[src/rtl/regfile_pkg.sv]
// regfile_pkg: shared widths, zero-register index and types for the 32x64 register file
package regfile_pkg;
  localparam int WIDTH    = 64;
  localparam int NUM_REGS = 32;
  localparam int ZERO_REG = 31;
  typedef logic [WIDTH-1:0] word_t;
  typedef logic [4:0]       reg_addr_t;
endpackage

[src/rtl/reg_word.sv]
// reg_word: WIDTH-bit enabled register with asynchronous active-low clear
module reg_word
  import regfile_pkg::*;
(
  input  logic  clk,
  input  logic  reset_n,
  input  logic  en,
  input  word_t d,
  output word_t q
);
  always_ff @(posedge clk or negedge reset_n)
    if (!reset_n) q <= '0;
    else if (en) q <= d;
endmodule

[src/rtl/regfile_32x64.sv]
// regfile_32x64: 32x64 register file, XZR hardwired zero, 2 async reads, one-hot write, sticky multi-hot flag
// Define REGFILE_BYPASS_EN to forward same-cycle write data to matching read ports.
module regfile_32x64
  import regfile_pkg::*;
(
  input  logic                clk,
  input  logic                reset_n,
  input  logic [NUM_REGS-1:0] wr_onehot,
  input  word_t               wr_data,
  input  reg_addr_t           rd_addr_a,
  input  reg_addr_t           rd_addr_b,
  output word_t               rd_data_a,
  output word_t               rd_data_b,
  output logic                onehot_err
);
  word_t               regs [NUM_REGS];
  logic                multi;
  logic [ZERO_REG-1:0] wr_en;
  assign multi = $countones(wr_onehot) > 1;
  assign wr_en = multi ? '0 : wr_onehot[ZERO_REG-1:0];
  assign regs[ZERO_REG] = '0;
  for (genvar i = 0; i < ZERO_REG; i++) begin : g_reg
    reg_word u_word (.clk(clk), .reset_n(reset_n), .en(wr_en[i]), .d(wr_data), .q(regs[i]));
  end
  always_ff @(posedge clk or negedge reset_n)
    if (!reset_n) onehot_err <= 1'b0;
    else if (multi) onehot_err <= 1'b1;
`ifdef REGFILE_BYPASS_EN
  logic byp_a, byp_b;
  // wr_en excludes X31 and is all-zero on multi-hot, so it alone qualifies the bypass
  assign byp_a = rd_addr_a != reg_addr_t'(ZERO_REG) && wr_en[rd_addr_a];
  assign byp_b = rd_addr_b != reg_addr_t'(ZERO_REG) && wr_en[rd_addr_b];
  assign rd_data_a = byp_a ? wr_data : regs[rd_addr_a];
  assign rd_data_b = byp_b ? wr_data : regs[rd_addr_b];
`else
  assign rd_data_a = regs[rd_addr_a];
  assign rd_data_b = regs[rd_addr_b];
`endif
endmodule

[config.mk]
export PLATFORM = sky130hd
export DESIGN_NAME = regfile_32x64
export DESIGN_NICKNAME = d
export VERILOG_FILES = /design/src/rtl/regfile_pkg.sv /design/src/rtl/reg_word.sv /design/src/rtl/regfile_32x64.sv
export SDC_FILE = /design/constraint.sdc
export NUM_CORES = 2
export LEC_CHECK = 0
export CORE_MARGIN = 1
export CORE_UTILIZATION = 50
export DETAILED_ROUTE_END_ITERATION = 12
export GPL_TIMING_DRIVEN = 0
export PLACE_DENSITY = 0.66
export SYNTH_ARGS = -nofsm -noshare
export SYNTH_HDL_FRONTEND = slang
export SYNTH_HIERARCHICAL = 1
export SYNTH_SLANG_ARGS = --single-unit
[constraint.sdc]
create_clock -name clk -period 3.2 [get_ports clk]
set_input_delay 0.8 -clock clk [delete_from_list [all_inputs] [get_ports clk]]
set_output_delay 0.8 -clock clk [all_outputs]
set_load 0.01 [all_outputs]
* After elaboration in Yosys (flattened, before gate mapping) *
Index checks and enable logic that the tools add are counted.

storage, ports and cells
  register bits = 1985
  input port bits = 108
  output and inout bits = 129

cells by class
  $add $sub $neg = 31
  $lt $le $gt $ge = 3
  muxes and demuxes = 7
  bitwise operators = 2

operators by type and width
  operator                                                        count
  binary-select mux 64 bit (select 5 bit)                         2
  two-way mux 64 bit                                              4
  adder 1 x 1 -> 2 bit                                            16
  two-way mux 31 bit                                              1
  adder 2 x 2 -> 3 bit                                            8
  adder 3 x 3 -> 4 bit                                            4
  greater-or-equal comparator 6 bit (second input constant)       2
  NOT 5 -> 6 bit                                                  2
  adder 4 x 4 -> 5 bit                                            2
  adder 5 x 5 -> 6 bit                                            1
  greater-than comparator 6 x 1 -> 1 bit (second input constant)  1

* Longest topological paths before layout *
  word-level depth = 7
  gate-level depth with buffers = 19
  depth with buffers taken out = 16

* By module *
Netlist, hierarchy kept.

modules (own cells, without submodules)
  module         times used  cells each  area an instance (sq um)
  reg_word       31          135         2678.8
  regfile_32x64  1           3348        33510.9

* Worst setup path after synthesis *
No wires, ideal clock.

  kind = input to register
  start point = in wr_onehot[23]
  end point = reg g_reg[0].u_word.q[10]
  data arrival time = 5.732 ns
  data required time = 3.075 ns
  slack = -2.657 ns
  cell stages on the path = 18
  buffers on the path = 3
  cells stage by stage = inv_1 > fa_1 > fa_1 > fa_1 > fa_1 > fa_1 > fa_1 > inv_1 > ha_1 > inv_1 > fa_1 > nand3b_1 > a21oi_1 > clkbuf_1 > and2_1 > buf_6 > buf_12 > mux2_4

between the ends
  longest elaborated chain between the ends = 7

ends and longest elaborated chain
  item                                        RTL line             text
  from (decl)                                 regfile_32x64.sv:8   input logic [NUM_REGS-1:0] wr_onehot,
  adder 1 x 1 -> 2 bit (implied by the code)  regfile_32x64.sv:19  assign multi = $countones(wr_onehot) > 1;
  adder 2 x 2 -> 3 bit (implied by the code)  regfile_32x64.sv:19
  adder 3 x 3 -> 4 bit (implied by the code)  regfile_32x64.sv:19
  adder 4 x 4 -> 5 bit (implied by the code)  regfile_32x64.sv:19
  adder 5 x 5 -> 6 bit (implied by the code)  regfile_32x64.sv:19
  greater-than comparator 6 x 1 -> 1 bit      regfile_32x64.sv:19
  two-way mux 31 bit                          regfile_32x64.sv:20  assign wr_en = multi ? '0 : wr_onehot[ZERO_REG-1:0];
  net wr_en[0]                                regfile_32x64.sv:18  logic [ZERO_REG-1:0] wr_en;
  to (signal assigned)                        reg_word.sv:12       if (!reset_n) q <= '0;
  to (signal assigned)                        reg_word.sv:13       else if (en) q <= d;
  to (decl)                                   reg_word.sv:9        output word_t q

The timed path passes the listed nets, and every way through them passes these cells.
A chain may end at the register's enable or synchronous reset.

* Worst setup path in the final report *
  start point = in rd_addr_a[3]
  end point = out rd_data_a[24]

between the ends
  longest elaborated chain between the ends = 4

ends and longest elaborated chain
  item                                                   RTL line             text
  from (decl)                                            regfile_32x64.sv:10  input reg_addr_t rd_addr_a,
  NOT 5 -> 6 bit (implied by the code)                   regfile_32x64.sv:36  assign rd_data_a = regs[rd_addr_a];
  binary-select mux 64 bit (select 5 bit)                regfile_32x64.sv:36
  two-way mux 64 bit (implied by the code) (2 in a row)  regfile_32x64.sv:36
  to (decl)                                              regfile_32x64.sv:12  output word_t rd_data_a,

Every way passes these cells. The select of a mux whose other input is x is not followed.

==> impl_metrics.yaml <==
run_status:
  outcome: "complete, but fails checks"
  violations: "hold timing, capacitance limit, slew limit, setup timing"
timing:
  finClkSkew_ns: 0
  rsz0062_at_grt: "yes"
  maxSlewViolCount: 1
  setup_viol: 2113
  whs_ns: -0.08904
  max_freq_mhz: 178.7
  tns_ns: -4614.95
  worst_pin_slew_ns: 1.499
  hold_viol_final: 106
  layout_setup_ws_ns: -2.397
  finalCritPeriodShare_pct: 174.9
  period_minus_slack_ns: 5.597
  max-slew-margin-rel_pct: -0.2135
synthesis:
  syn_inst: 7533
  yosysWarningCount: 6
  synth.distinct_cells: 46
  syn_area_um2: 116600
  synth_seq_cells: 1985
  synthTopCellsByArea: "dfrtp_1 43%, mux2_4 24%, mux4_2 9.9%"
  synth.largest_area_cell: "dfrtp_1"
  yosysSeqAreaShare_pct: 42.62
  synth.avg_cell_area_um2: 15.47
  syn_nets: 7672
  yosysTopAreaCellShare_pct: 42.62
power:
  power_mw: 163.3
  power.internal_mw: 107.3
  p_seq_share_pct: 29.7
  vdd_drop_max_mv: 1.689
  leakage_nw: 58.15
  pwr-share-comb_pct: 53.9
  switching_power_mw: 55.98
  clockPowerShare_pct: 16.3
  power_density_nw_per_um2: 1227
  p_sw_share_pct: 34.29
clocking:
  clock_latency_ns: 0.89
  htree_levels: 4
  clkTransAtPathRegs_ns: 0.06
  clock-sinks: 1985
  numCtsBuffers: 218
  cts-root-buf: "clkbuf_16"
  cts.path.max_buffers: 3
  tritoncts: "done"
worst_setup_path:
  critPathTopFamily: "buffers and inverters"
  worstPathRequired_ns: 2.40
  reg2reg_from: "g_reg[29].u_word/q[62]"
  crit_buf_inv: 5
  cpMaxStageDelayCell: "clkbuf_1"
  crit_type: "in2out"
  worstPathCellList: "clkdlybuf4s50_1 > buf_2 > clkbuf_1 > clkbuf_1 > o2111ai_1 > nand4_1 > clkdlybuf4s50_1"
  crit_arrival_ns: 4.80
  cp-startpoint: "rd_addr_a[3]"
  start_kind: "input pin"
  r2r_end: "g_reg[29].u_word/q[62]"
  path_max_fanout: 10
  ff2ff_path_depth: 1
  r2r_setup_slack_ns: 2.36
  slowest_delay_ns: 0.88
  cp-end-kind: "output pin"
cells_and_area:
  multiInputGateArea_um2: 60210
  drive_above_1_share_pct: 44.39
  area_growth_pct: 14.17
  n_fill_cell: 17990
  regArea_um2: 49670
  nets: 8241
  design_area_um2: 133100
floorplanning:
  placement_rows: 176
  fp.dieH_um: 484.8
  io_pins: 237
  die_area_um2: 235000
  initial_utilization_pct: 50.50
  core_um2: 230800
  die_w_um: 484.8
global_routing:
  grt_max_degree: 186
  antenna_found_initial: 21
  grt_first_pass_wirelength_mm: 577.1
  grt_use_total_pct: 33.80
  grt_overflow: 0
  grt_pass1_vias: 77230
route:
  drtIter0Drc: 8750
  drc: 0
  vias_per_cell: 6.663
  vias: 75550
  ant_nets: 0
  dr.pass1.iters: 8
  routed_wl_mm: 409.3
  routedWlPerCell_um: 36.10
placed_design:
  routabilityCongestion: 0.9156
  hpwlAfterDp_mm: 273.4
  place_area_um2: 123200
  post-place-ws_ns: -3.896
  io_buffers: 230
flow_run:
  max-cap-violations: 1
hold_path:
  holdCritPathClass: "in2async"
[routing by layer]
| layer | up-vias | track usage (%) | share of wire, % |
|---|---|---|---|
| met5 | - | 0 | 0.0068 |
| met4 | 4 | 14.58 | 4.6 |
| met3 | 769 | 9.155 | 9.5 |
| met2 | 3901 | 49.68 | 44 |
| met1 | 40690 | 46.90 | 42 |
| li1 | 30190 | - | - |
[timing repair]
| item | CTS | global route |
|---|---|---|
| setup endpoints to repair | 2271 | 2288 |
| buffers inserted | 31 | 16 |
| cloned | 17 | 37 |
| hold endpoints to repair | 125 | 19 |
| pin swaps | 5 | 12 |
| gates resized for setup | 157 | 76 |
[state kept, by name, indices dropped and copies added, names as in the netlist]
name / flops
onehot_err: 1
g.u_word/q: 1984
[cells in the mapped netlist (all sizes together)]
cell type,count
or3b,1
o21ai,3
nand3,132
nor2,69
nor2b,7
dfrtp,1985
fa,24
mux4,512
and2b,1
clkbuf,157
a2111oi,3
nor3b,3
nor4,1
a2bb2oi,65
mux2,2109
or2,4
inv,45
nand2b,5
o22ai,63
a211o,64
nand3b,63
o2111ai,61
buf,509
a22o,62
a21oi,73
and3b,3
mux2i,771
nand4,124
a22oi,376
a221o,3
o211ai,65
and2,32
or3,60
a221oi,3
nand2,68
ha,7
[metrics by stage]
stage	hold WS (ns)	util [%]	cells
5_1_grt	-0.05809	57.65	11320
4_1_cts	-0.06087	57.12	11260
6_report	-0.08904	57.66	11340
2_1_floorplan	0.4898	-	7533
3_5_place_dp	0.4596	53.39	10810
3_3_place_gp	0.4563	53.16	10790
[cells in the final DEF, fill, tap and decap left out, types with 20 or more instances in the layout]
master           count
a211o_1             64
a21oi_1             72
a22o_1              62
a22oi_1            376
a2bb2oi_1           65
buf_12             210
buf_16              53
buf_2              197
buf_4               82
buf_6               61
bufinv_16           20
clkbuf_1           199
clkbuf_16          259
clkbuf_8            51
clkdlybuf4s50_1    196
clkinv_2            46
dfrtp_1           1985
diode_2             25
fa_1                23
inv_1               33
mux2_2             247
mux2_4            1862
mux2i_1            771
mux4_2             512
nand2_1             67
nand3_1            132
nand3b_1            63
nand4_1            124
nor2_1              67
o2111ai_1           61
o211ai_1            65
o22ai_1             63
or3_1               60
[power by group through the flow]
stage	Combinational [mW]	Clock [mW]	Sequential, mW
after floorplan	64.3	0	44.6
after global placement	78.5	0	47.6
after detailed placement	80.4	0	48.0
after CTS	83.8	26.8	47.8
after global routing	91.0	27.9	49.6
final	88.1	26.7	48.5
[logic make-up (layout without fill, tap and decap cells)]
kind of cell	after synthesis	after routing	synth area share (%)
DFF	1985	1985	42.62
AOI/OAI and AO/OA	841	841	5.469
muxes	3392	3392	42.88
adders and majority gates	31	31	0.4874
other	0	25	0
buffers and inverters	711	1466	5.810
and+or+nand+nor	573	573	2.735
[layout make-up]
type,instances,share of cell area [%]
Timing Repair Buffer,351,3.548
Tap cell,3026,2.845
Antenna cell,25,0.04701
Inverter,45,0.1288
Clock buffer,322,4.840
Buffer,664,5.259
Multi-Input combinational cell,4837,45.24
Sequential cell,1985,37.33
Clock inverter,84,0.7635
[worst max path at each step]
stage                        endpoint  depth (start not counted)
6_report                rd_data_a[24]                          7
4_1_cts        g_reg[21].u_word/q[44]                         19
5_1_grt        g_reg[21].u_word/q[43]                         20
3_5_place_dp   g_reg[18].u_word/q[51]                         19
2_1_floorplan  g_reg[11].u_word/q[10]                         18
3_3_place_gp   g_reg[19].u_word/q[23]                          1
Note: power is estimated with default switching activity, not from simulation.
